===== src/rtl/muldiv_unit_pkg.sv =====
// Shared types for the iterative RISC-V M-extension multiply/divide unit.
// Operation encodings follow funct3; helpers classify operand signedness.
package muldiv_unit_pkg;

   typedef enum logic [2:0] {
      OP_MUL    = 3'b000,
      OP_MULH   = 3'b001,
      OP_MULHSU = 3'b010,
      OP_MULHU  = 3'b011,
      OP_DIV    = 3'b100,
      OP_DIVU   = 3'b101,
      OP_REM    = 3'b110,
      OP_REMU   = 3'b111
   } MulDivOp;

   typedef enum logic [1:0] {
      ST_IDLE = 2'd0,
      ST_BUSY = 2'd1,
      ST_DONE = 2'd2
   } MulDivState;

   function automatic logic op_is_div(input MulDivOp op);
      return op[2];
   endfunction

   // MUL keeps only the low half, which is identical for signed and unsigned.
   function automatic logic op_rs1_signed(input MulDivOp op);
      return op inside {OP_MULH, OP_MULHSU, OP_DIV, OP_REM};
   endfunction

   function automatic logic op_rs2_signed(input MulDivOp op);
      return op inside {OP_MULH, OP_DIV, OP_REM};
   endfunction

endpackage


===== src/rtl/muldiv_sign_fix.sv =====
// Combinational sign handling: operand magnitudes on entry, and selection
// plus negation of the raw magnitude result on exit.
module muldiv_sign_fix
   import muldiv_unit_pkg::*;
#(
   parameter int XLEN = 32
) (
   input  MulDivOp           i_op,
   input  logic [XLEN-1:0]   i_opr1,
   input  logic [XLEN-1:0]   i_opr2,
   output logic [XLEN-1:0]   o_abs1,
   output logic [XLEN-1:0]   o_abs2,
   output logic              o_neg1,
   output logic              o_neg2,
   input  MulDivOp           i_fin_op,
   input  logic              i_fin_neg1,
   input  logic              i_fin_neg2,
   input  logic [XLEN-1:0]   i_hi,
   input  logic [XLEN-1:0]   i_lo,
   output logic [XLEN-1:0]   o_result
);

   logic [2*XLEN-1:0] w_prod;
   logic [2*XLEN-1:0] w_prod_fix;

   always_comb begin
      o_neg1 = op_rs1_signed(i_op) & i_opr1[XLEN-1];
      o_neg2 = op_rs2_signed(i_op) & i_opr2[XLEN-1];
      o_abs1 = o_neg1 ? -i_opr1 : i_opr1;
      o_abs2 = o_neg2 ? -i_opr2 : i_opr2;
   end

   // Multiply: {hi,lo} is the product; divide: hi is remainder, lo is quotient.
   always_comb begin
      w_prod     = {i_hi, i_lo};
      w_prod_fix = (i_fin_neg1 ^ i_fin_neg2) ? -w_prod : w_prod;
      case (i_fin_op)
         OP_MUL:                       o_result = w_prod_fix[XLEN-1:0];
         OP_MULH, OP_MULHSU, OP_MULHU: o_result = w_prod_fix[2*XLEN-1:XLEN];
         OP_DIV:  o_result = (i_fin_neg1 ^ i_fin_neg2) ? -i_lo : i_lo;
         OP_REM:  o_result = i_fin_neg1 ? -i_hi : i_hi;
         OP_DIVU: o_result = i_lo;
         OP_REMU: o_result = i_hi;
         default: o_result = '0;
      endcase
   end

endmodule


===== src/rtl/muldiv_unit.sv =====
// Iterative multiply/divide unit: shift-add multiply and restoring divide on
// magnitudes, BPC bits per cycle, with a bypass for divide-by-zero/overflow.
module muldiv_unit
   import muldiv_unit_pkg::*;
#(
   parameter int XLEN = 32,
   parameter int BPC  = 1
) (
   input  logic              i_clk,
   input  logic              i_rst_n,
   input  logic              i_start,
   input  logic [2:0]        i_op,
   input  logic [XLEN-1:0]   i_opr1,
   input  logic [XLEN-1:0]   i_opr2,
   input  logic              i_flush,
   output logic              o_stall_req,
   output logic              o_done,
   output logic [XLEN-1:0]   o_result,
   output logic              o_busy
);

   localparam int N  = XLEN / BPC;
   localparam int CW = $clog2(N) + 1;

   MulDivState        r_state;
   MulDivState        w_state_next;
   MulDivOp           r_op;
   MulDivOp           w_op;
   logic [CW-1:0]     r_cnt;
   logic              r_neg1, r_neg2, r_bypass, r_done;
   logic [XLEN-1:0]   r_hi, r_lo, r_dvsr, r_result;

   logic [XLEN-1:0]   w_abs1, w_abs2, w_final, w_special_res;
   logic              w_neg1, w_neg2, w_accept, w_div_zero, w_ovf, w_special;
   logic [XLEN-1:0]   w_hi_it, w_lo_it;
   logic [XLEN:0]     w_trial, w_diff, w_sum;

   assign w_op = MulDivOp'(i_op);

   muldiv_sign_fix #(.XLEN(XLEN)) u_sign_fix (
      .i_op       (w_op),
      .i_opr1     (i_opr1),
      .i_opr2     (i_opr2),
      .o_abs1     (w_abs1),
      .o_abs2     (w_abs2),
      .o_neg1     (w_neg1),
      .o_neg2     (w_neg2),
      .i_fin_op   (r_op),
      .i_fin_neg1 (r_neg1),
      .i_fin_neg2 (r_neg2),
      .i_hi       (r_hi),
      .i_lo       (r_lo),
      .o_result   (w_final)
   );

   always_comb begin
      w_accept   = (r_state == ST_IDLE) & i_start & ~i_flush;
      w_div_zero = op_is_div(w_op) && (i_opr2 == '0);
      w_ovf      = (w_op == OP_DIV || w_op == OP_REM) &&
                   (i_opr1 == {1'b1, {(XLEN-1){1'b0}}}) && (i_opr2 == '1);
      w_special  = w_div_zero | w_ovf;
      if (w_div_zero)
         w_special_res = (w_op == OP_DIV || w_op == OP_DIVU) ? '1 : i_opr1;
      else
         w_special_res = (w_op == OP_DIV) ? i_opr1 : '0;
   end

   // BPC iterations unrolled; hi/lo are remainder/quotient or product halves.
   always_comb begin
      w_hi_it = r_hi;
      w_lo_it = r_lo;
      w_trial = '0;
      w_diff  = '0;
      w_sum   = '0;
      for (int k = 0; k < BPC; k++) begin
         if (op_is_div(r_op)) begin
            w_trial = {w_hi_it, w_lo_it[XLEN-1]};
            w_diff  = w_trial - {1'b0, r_dvsr};
            if (!w_diff[XLEN]) begin
               w_hi_it = w_diff[XLEN-1:0];
               w_lo_it = {w_lo_it[XLEN-2:0], 1'b1};
            end else begin
               w_hi_it = w_trial[XLEN-1:0];
               w_lo_it = {w_lo_it[XLEN-2:0], 1'b0};
            end
         end else begin
            w_sum   = {1'b0, w_hi_it} + (w_lo_it[0] ? {1'b0, r_dvsr} : '0);
            w_hi_it = w_sum[XLEN:1];
            w_lo_it = {w_sum[0], w_lo_it[XLEN-1:1]};
         end
      end
   end

   always_comb begin
      w_state_next = r_state;
      case (r_state)
         ST_IDLE: if (w_accept) w_state_next = w_special ? ST_DONE : ST_BUSY;
         ST_BUSY: if (r_cnt == CW'(N-1)) w_state_next = ST_DONE;
         ST_DONE: w_state_next = ST_IDLE;
         default: w_state_next = ST_IDLE;
      endcase
      if (i_flush) w_state_next = ST_IDLE;
   end

   always_ff @(posedge i_clk or negedge i_rst_n) begin
      if (!i_rst_n) r_state <= ST_IDLE;
      else          r_state <= w_state_next;
   end

   always_ff @(posedge i_clk or negedge i_rst_n) begin
      if (!i_rst_n) begin
         r_op     <= OP_MUL;
         r_cnt    <= '0;
         r_neg1   <= 1'b0;
         r_neg2   <= 1'b0;
         r_bypass <= 1'b0;
         r_done   <= 1'b0;
         r_hi     <= '0;
         r_lo     <= '0;
         r_dvsr   <= '0;
         r_result <= '0;
      end else begin
         r_done <= 1'b0;
         if (i_flush) begin
            r_cnt <= '0;
         end else begin
            case (r_state)
               ST_IDLE: if (i_start) begin
                  r_op     <= w_op;
                  r_neg1   <= w_neg1;
                  r_neg2   <= w_neg2;
                  r_cnt    <= '0;
                  r_bypass <= w_special;
                  r_hi     <= '0;
                  r_lo     <= op_is_div(w_op) ? w_abs1 : w_abs2;
                  r_dvsr   <= op_is_div(w_op) ? w_abs2 : w_abs1;
                  if (w_special) begin
                     r_result <= w_special_res;
                     r_done   <= 1'b1;
                  end
               end
               ST_BUSY: begin
                  r_hi  <= w_hi_it;
                  r_lo  <= w_lo_it;
                  r_cnt <= r_cnt + CW'(1);
               end
               ST_DONE: begin
                  r_cnt <= '0;
                  if (!r_bypass) begin
                     r_result <= w_final;
                     r_done   <= 1'b1;
                  end
               end
               default: r_cnt <= '0;
            endcase
         end
      end
   end

   assign o_done      = r_done;
   assign o_result    = r_result;
   assign o_busy      = (r_state != ST_IDLE);
   assign o_stall_req = i_rst_n &
                        ((i_start & (r_state == ST_IDLE)) | (r_state == ST_BUSY));

endmodule


===== config.mk =====
export PLATFORM = sky130hd
export DESIGN_NAME = muldiv_unit
export DESIGN_NICKNAME = d
export VERILOG_FILES = /design/src/rtl/muldiv_unit_pkg.sv /design/src/rtl/muldiv_sign_fix.sv /design/src/rtl/muldiv_unit.sv
export SDC_FILE = /design/constraint.sdc
export NUM_CORES = 1
export LEC_CHECK = 0
export CORE_ASPECT_RATIO = 1.2
export CORE_MARGIN = 1.5
export CORE_UTILIZATION = 40
export DETAILED_ROUTE_END_ITERATION = 7
export GPL_TIMING_DRIVEN = 1
export PLACE_DENSITY = 0.56
export SETUP_SLACK_MARGIN = 0.15
export SLEW_MARGIN = 30
export SYNTH_ARGS = -nofsm -noshare
export SYNTH_HDL_FRONTEND = slang
export SYNTH_SLANG_ARGS = --single-unit
export TNS_END_PERCENT = 10

===== constraint.sdc =====
create_clock -name i_clk -period 3.4 [get_ports i_clk]
set_clock_uncertainty 0.2 [all_clocks]
set_input_delay 0.68 -clock i_clk [delete_from_list [all_inputs] [get_ports i_clk]]
set_output_delay 0.68 -clock i_clk [all_outputs]
set_load 0.05 [all_outputs]

* Word level (Yosys, flattened, before mapping)
Index checks and enable logic that the tools add are counted.
** Operators by class
- Add/subtract/negate cells :: 8
- $mul :: 0
- Div/mod/pow operators :: 0
- $lt $le $gt $ge :: 0
- Equality and inequality tests :: 23
- Shift-type cells :: 0
- Mux-type cells :: 37
- Bitwise gates (word level) :: 9
- Reduce and logical (&&, ||, !) cells :: 18
** Operator list (count)
- $mux 32 :: 18
- $pmux 32 s2 :: 3
- $pmux 32 s6 :: 1
- $neg 32->32 :: 4
- $eq 32x32->1 const B :: 2
- $mux 64 :: 1
- $neg 64->64 :: 1
- $add 32x32->33 :: 1
- $sub 33x32->33 :: 1
- $logic_not 32->1 :: 1
- $eq 3x3->1 const B :: 7
- $mux 6 :: 2
- $pmux 6 s2 :: 1
- $eq 3x2->1 const B :: 3
- $ne 3x3->1 const B :: 3
- $mux 2 :: 4
- $add 6x1->6 const B :: 1
- $eq 3x1->1 const B :: 2
- $eq 6x5->1 const B :: 1
- $ne 2x2->1 const B :: 3
- $reduce_and 3->1 :: 2
- $reduce_bool 2->1 :: 3
- $and 1x1->1 :: 5
- $mux 1 :: 5
- 16 further kinds :: 20
** Word-level totals
- Bits in registers :: 143
- Latch bits :: 0
- Bits in writable memories :: 0
- Memory bits (read-only) :: 0
- Input bits :: 71
- Output and inout bits :: 35
- Word-level logic and storage cells :: 106
- Memories kept :: 0

* Depth between registers and ports, before layout
- Word-level depth :: 9
- Depth in mapped cells :: 15
- Depth with buffers taken out :: 14

* Modules after synthesis
A second synthesis with hierarchy kept.
** Second synthesis, totals
- Cells, all modules :: 2142
- Area total of the unflattened synthesis :: 16130.5 um^2
** Modules (own cells, without submodules)
- muldiv_unit :: times used 1, cells an instance 1363, area each 11372.2 um^2, seq. area each 3578.4 um^2
- muldiv_sign_fix :: times used 1, cells an instance 779, area each 4758.3 um^2, seq. area each 0.0 um^2

* Worst setup path before layout
No wires, ideal clock.
- Path kind :: flip-flop to flip-flop
- Start point :: register r_hi[0]
- End point :: register r_hi[21]
- Setup time :: 130 ps
- Arrival time :: 3310 ps
- Required time :: 3070 ps
- Setup slack :: -240 ps
- Cell stages (with the launch flop) :: 15
- Path buffers :: 2
- Clock period less this slack :: 3640 ps
- Cell sequence :: dfrtp_1 clkbuf_1 inv_1 fa_1 nand2b_1 a21o_1 and4b_1 or3b_1 a21oi_1 o32ai_2 xnor2_1 buf_2 mux2_2 a22oi_1 o21ai_0
** Between the ends
- Longest elaborated chain between the ends :: 4
- Elaborated cells on any way between the ends :: 5
- Those cells by class :: add/sub (2); mux (3)
** RTL lines
- from (decl) :: line muldiv_unit.sv:31 : logic [XLEN-1:0] r_hi, r_lo, r_dvsr, r_result;
- from (signal assigned) :: line muldiv_unit.sv:143 : r_hi <= w_hi_it;
- $sub 33x32->33 :: line muldiv_unit.sv:78 : w_diff = w_trial - {1'b0, r_dvsr};
- $mux 32 :: line muldiv_unit.sv:79 : if (!w_diff[XLEN]) begin
- $mux 32 * :: line muldiv_unit.sv:76 : if (op_is_div(r_op)) begin
- $pmux 32 s2 * :: line muldiv_unit.sv:127 : case (r_state)
Every way passes the cells marked *; elsewhere a longest branch is shown, timed or not.
A chain may end at the register's enable or synchronous reset.

* Worst setup path after layout
- Start point :: register r_dvsr[0]
- End point :: register r_hi[21]
** Between the ends
- Longest elaborated chain between the ends :: 4
- Elaborated cells on any way between the ends :: 6
- Those cells by class :: add/sub (2); mux (4)
** RTL lines
- from (decl) :: line muldiv_unit.sv:31
- from (signal assigned) :: line muldiv_unit.sv:136 : r_dvsr <= op_is_div(w_op) ? w_abs2 : w_abs1;
- $sub 33x32->33 / $mux 32 (equally long branches) :: line muldiv_unit.sv:78, muldiv_unit.sv:87
- $mux 32 / $add 32x32->33 (equally long branches) :: line muldiv_unit.sv:79, muldiv_unit.sv:87
- $mux 32 * :: line muldiv_unit.sv:76
- $pmux 32 s2 * :: line muldiv_unit.sv:127
Marks and branches as above.

==> impl_metrics.py <==
metrics = {
    "synth": {
        "yosysTopAreaCellShare_pct": 22.70,
        "ys_async_sr_fraction_pct": 100.0,
        "syn_nets": 2329,
        "yosysTopAreaCell": "dfrtp_1",
        "synth_cell_types": 82,
        "syn_avg_cell_area_um2": 7.212,
        "synth-edff-count": 0,
        "ys.flop_type": "dfrtp_1",
        "ys_warn_count": 0,
        "synthTopCellsByArea": "dfrtp_1 23%, a21oi_1 7.6%, o21ai_0 7.3%",
        "syn_inst": 2186,
        "ys_ff_latch": 143,
        "seq_area_frac_synth_pct": 22.70,
        "syn_area_um2": 15770,
    },
    "finish": {
        "syn_to_final_growth_pct": 39.60,
        "num-nets-final": 2828,
        "ff_latch_area_um2": 3581,
        "diodes": 0,
        "final_layout_size_suffix_gt1_share_pct": 25.91,
        "stdcell_count": 3224,
        "multi_input_comb_area_um2": 11720,
        "n_fill_cell": 3799,
    },
    "clock_tree": {
        "path_clk_slew_ns": 0.08,
        "root_buffer": "clkbuf_16",
        "clkLatencyLatePin_ns": 0.48,
        "tritoncts": "yes",
        "postCtsHoldBufs": 0,
        "htree_num_levels": 4,
        "clkSinkCount": 143,
        "clockBufferDepth": 2,
        "cts_buffers": 17,
    },
    "floorplanning": {
        "start_util_pct": 40.58,
        "core_area_um2": 38850,
        "dieArea_um2": 40620,
        "rows": 79,
        "dieWidth_um": 184.2,
        "die_h_um": 220.5,
        "io_pins": 106,
    },
    "route": {
        "ant_nets": 0,
        "routedWlPerCell_um": 24.08,
        "post-route-drc-count": 0,
        "drt-vias-per-instance": 5.960,
        "first_pass_iters": 6,
        "drt_iter0_markers": 1723,
        "wirelength_mm": 77.64,
        "via_count": 19216,
    },
    "placement": {
        "gp_congestion": 1.028,
        "dp_hpwl_mm": 62.74,
        "place_inst": 3183,
        "portBuffers": 105,
    },
    "setup_path": {
        "critPathLaunch": "r_dvsr[0]$_DFFE_PN0P_",
        "cp-start-kind": "flip-flop",
        "r2r_setup_slack_ns": -0.27,
        "reg2regPathDepth": 14,
        "cp-endpoint": "r_hi[21]$_DFFE_PN0P_",
        "rr_endpoint": "r_hi[21]$_DFFE_PN0P_",
        "cp.arrival_ns": 3.81,
        "r2r_start": "r_dvsr[0]$_DFFE_PN0P_",
        "critPathMaxFanout": 10,
        "crit_path_end_kind": "flip-flop",
        "worstPathRequired_ns": 3.54,
        "crit_type": "reg2reg",
    },
    "grt": {
        "antenna_found_initial": 1,
        "grt_max_degree": 144,
        "first_global_vias": 19019,
        "grt-ovfl-total": 0,
        "grt_usage_pct": 38.62,
        "grt_first_pass_wirelength_mm": 116.2,
    },
    "sta": {
        "relSlewSlack_pct": 28.38,
        "tightest_slew_ns": 1.063,
        "slew_violations": 0,
        "setup_slack_ns": -0.2715,
        "rsz0062_at_grt": "yes",
        "setup_violations": 34,
        "tns_ns": -5.760,
        "finalCritPeriodShare_pct": 108.0,
        "whs_ns": 0.1344,
        "hold_viol_final": 0,
        "fmax_mhz": 272.4,
        "period_minus_slack_ns": 3.671,
    },
    "power_and_ir_drop": {
        "pwr_density_cell_nw_per_um2": 798.7,
        "power.leakage_nw": 9.853,
        "vdd_ir_drop_max_v": 0.0004508,
    },
    "worst_hold_path": {
        "hold_class": "in2async",
    },
    "outcome": {
        "violations": "negative setup slack",
        "status": "finished, violations left",
    },
    "run": {
        "drv_cap": 0,
    },
}
## synth_stat cells (12+ instances only)
| cell | instances |
|---|---|
| nor2_1 | 242 |
| a21oi_1 | 238 |
| o21ai_0 | 229 |
| nand2_1 | 217 |
| dfrtp_1 | 143 |
| clkbuf_1 | 126 |
| xnor2_1 | 101 |
| inv_1 | 77 |
| mux2i_1 | 73 |
| ha_1 | 70 |
| nor3_1 | 65 |
| xor2_1 | 59 |
| nand3_1 | 44 |
| a21o_1 | 39 |
| nor4_1 | 32 |
| a31oi_1 | 30 |
| o211ai_1 | 23 |
| nand2b_1 | 21 |
| o31ai_1 | 21 |
| a22oi_1 | 20 |
| nand4_1 | 19 |
| a221oi_1 | 18 |
| a211oi_1 | 17 |
| or3_1 | 16 |
| and3_1 | 14 |
| o221ai_1 | 14 |
| nor2b_1 | 13 |
| a31o_2 | 12 |
| and2_1 | 12 |
| buf_1 | 12 |
## flip-flops by register name, indices dropped and copies added, names as in the netlist
signal	cells
r_hi	32
r_bypass	1
r_dvsr	32
r_state	2
o_done	1
r_cnt	6
r_neg1	1
r_neg2	1
r_lo	32
r_op	3
o_result	32
## critical path, stage by stage (launching register included)
cell and delay, ns:
dfrtp_1 0.38, buf_4 0.14, ha_4 0.16, fa_2 0.34, nand2b_4 0.15, a21o_1 0.17
and4b_1 0.23, or3b_4 0.43, a21oi_4 0.18, o32ai_2 0.12, xnor2_2 0.23, buf_6 0.20
mux2_2 0.35, a22oi_1 0.14, o21ai_0 0.10
## power by group
group | switching [mW] | internal, mW
combinational | 7.26 | 5.68
clock | 0.957 | 1.05
sequential | 0.496 | 2.13
## metal layers
| metal | global-route usage, % | up-vias | wire, µm |
|---|---|---|---|
| li1 | - | 8948 | - |
| met2 | 64.53 | 874 | 35710 |
| met5 | 0 | - | 13 |
| met4 | 28.74 | 2 | 6590 |
| met1 | 45.28 | 9105 | 30900 |
| met3 | 5.332 | 287 | 4427 |
## cells by family after synthesis
kind of cell | Yosys count | share of synthesized area [%]
DFF | 143 | 22.70
and+or+nand+nor | 739 | 21.96
xor gates and xnor gates | 160 | 8.889
AOI/OAI and AO/OA | 760 | 29.69
adders and majority gates | 72 | 5.810
buffers and inverters | 231 | 5.746
muxes | 81 | 5.206
## repair_timing
action                                  CTS  global route
setup buffers                             7             2
pin swaps                                17            11
endpoints found under the setup margin   70            91
gates resized for setup                  56            62
## cell type report
class,instances,share of cell area (%)
repair buffers,634,23.46
clock buffers,17,1.933
well taps,526,2.990
multi-input cells,1812,53.24
flip-flops and latches,143,16.27
clock inverters,15,0.7903
inverters,77,1.313
## metrics by stage
step                instance area [µm²]  util (%)  power [mW]  worst slack, ns
floorplan                         15810         -       9.344         -0.08496
global placement                  20900     53.80       14.67          -0.6179
detailed placement                20900     53.80       14.74          -0.6885
CTS                               21730     55.95       17.10          -0.2627
global route                      22010     56.65       18.58          -0.4064
finish                            22010     56.65       17.58          -0.2715
## how the worst min path moves through the flow
stage / from / end / slack, ns / cells past startpoint
finish: i_rst_n / r_cnt[5]$_DFFE_PN0P_ / 0.13 / 2
global route: i_rst_n / r_cnt[5]$_DFFE_PN0P_ / 0.20 / 2
CTS: i_rst_n / r_cnt[4]$_DFFE_PN0P_ / 0.18 / 2
detailed placement: r_bypass$_DFFE_PN0P_ / r_bypass$_DFFE_PN0P_ / 0.26 / 2
global placement: o_result[6]$_DFFE_PN0P_ / o_result[6]$_DFFE_PN0P_ / 0.26 / 1
floorplan: i_rst_n / o_done$_DFF_PN0_ / 0.18 / 0
## cell usage in the layout (no fill, tap or decap), drive strengths merged, types with 17 or more instances in the layout
master / n
buf: 532
nor2: 243
a21oi: 238
o21ai: 231
nand2: 217
dfrtp: 143
xnor2: 101
clkdlybuf4s50: 97
inv: 87
mux2i: 73
ha: 70
nor3: 68
xor2: 59
nand3: 45
a21o: 39
nor4: 34
a31oi: 30
a211oi: 25
o31ai: 24
o211ai: 23
nand2b: 21
a22oi: 20
nand4: 19
clkbuf: 18
a221oi: 18
or3: 17
(Power assumes the default switching activity.)
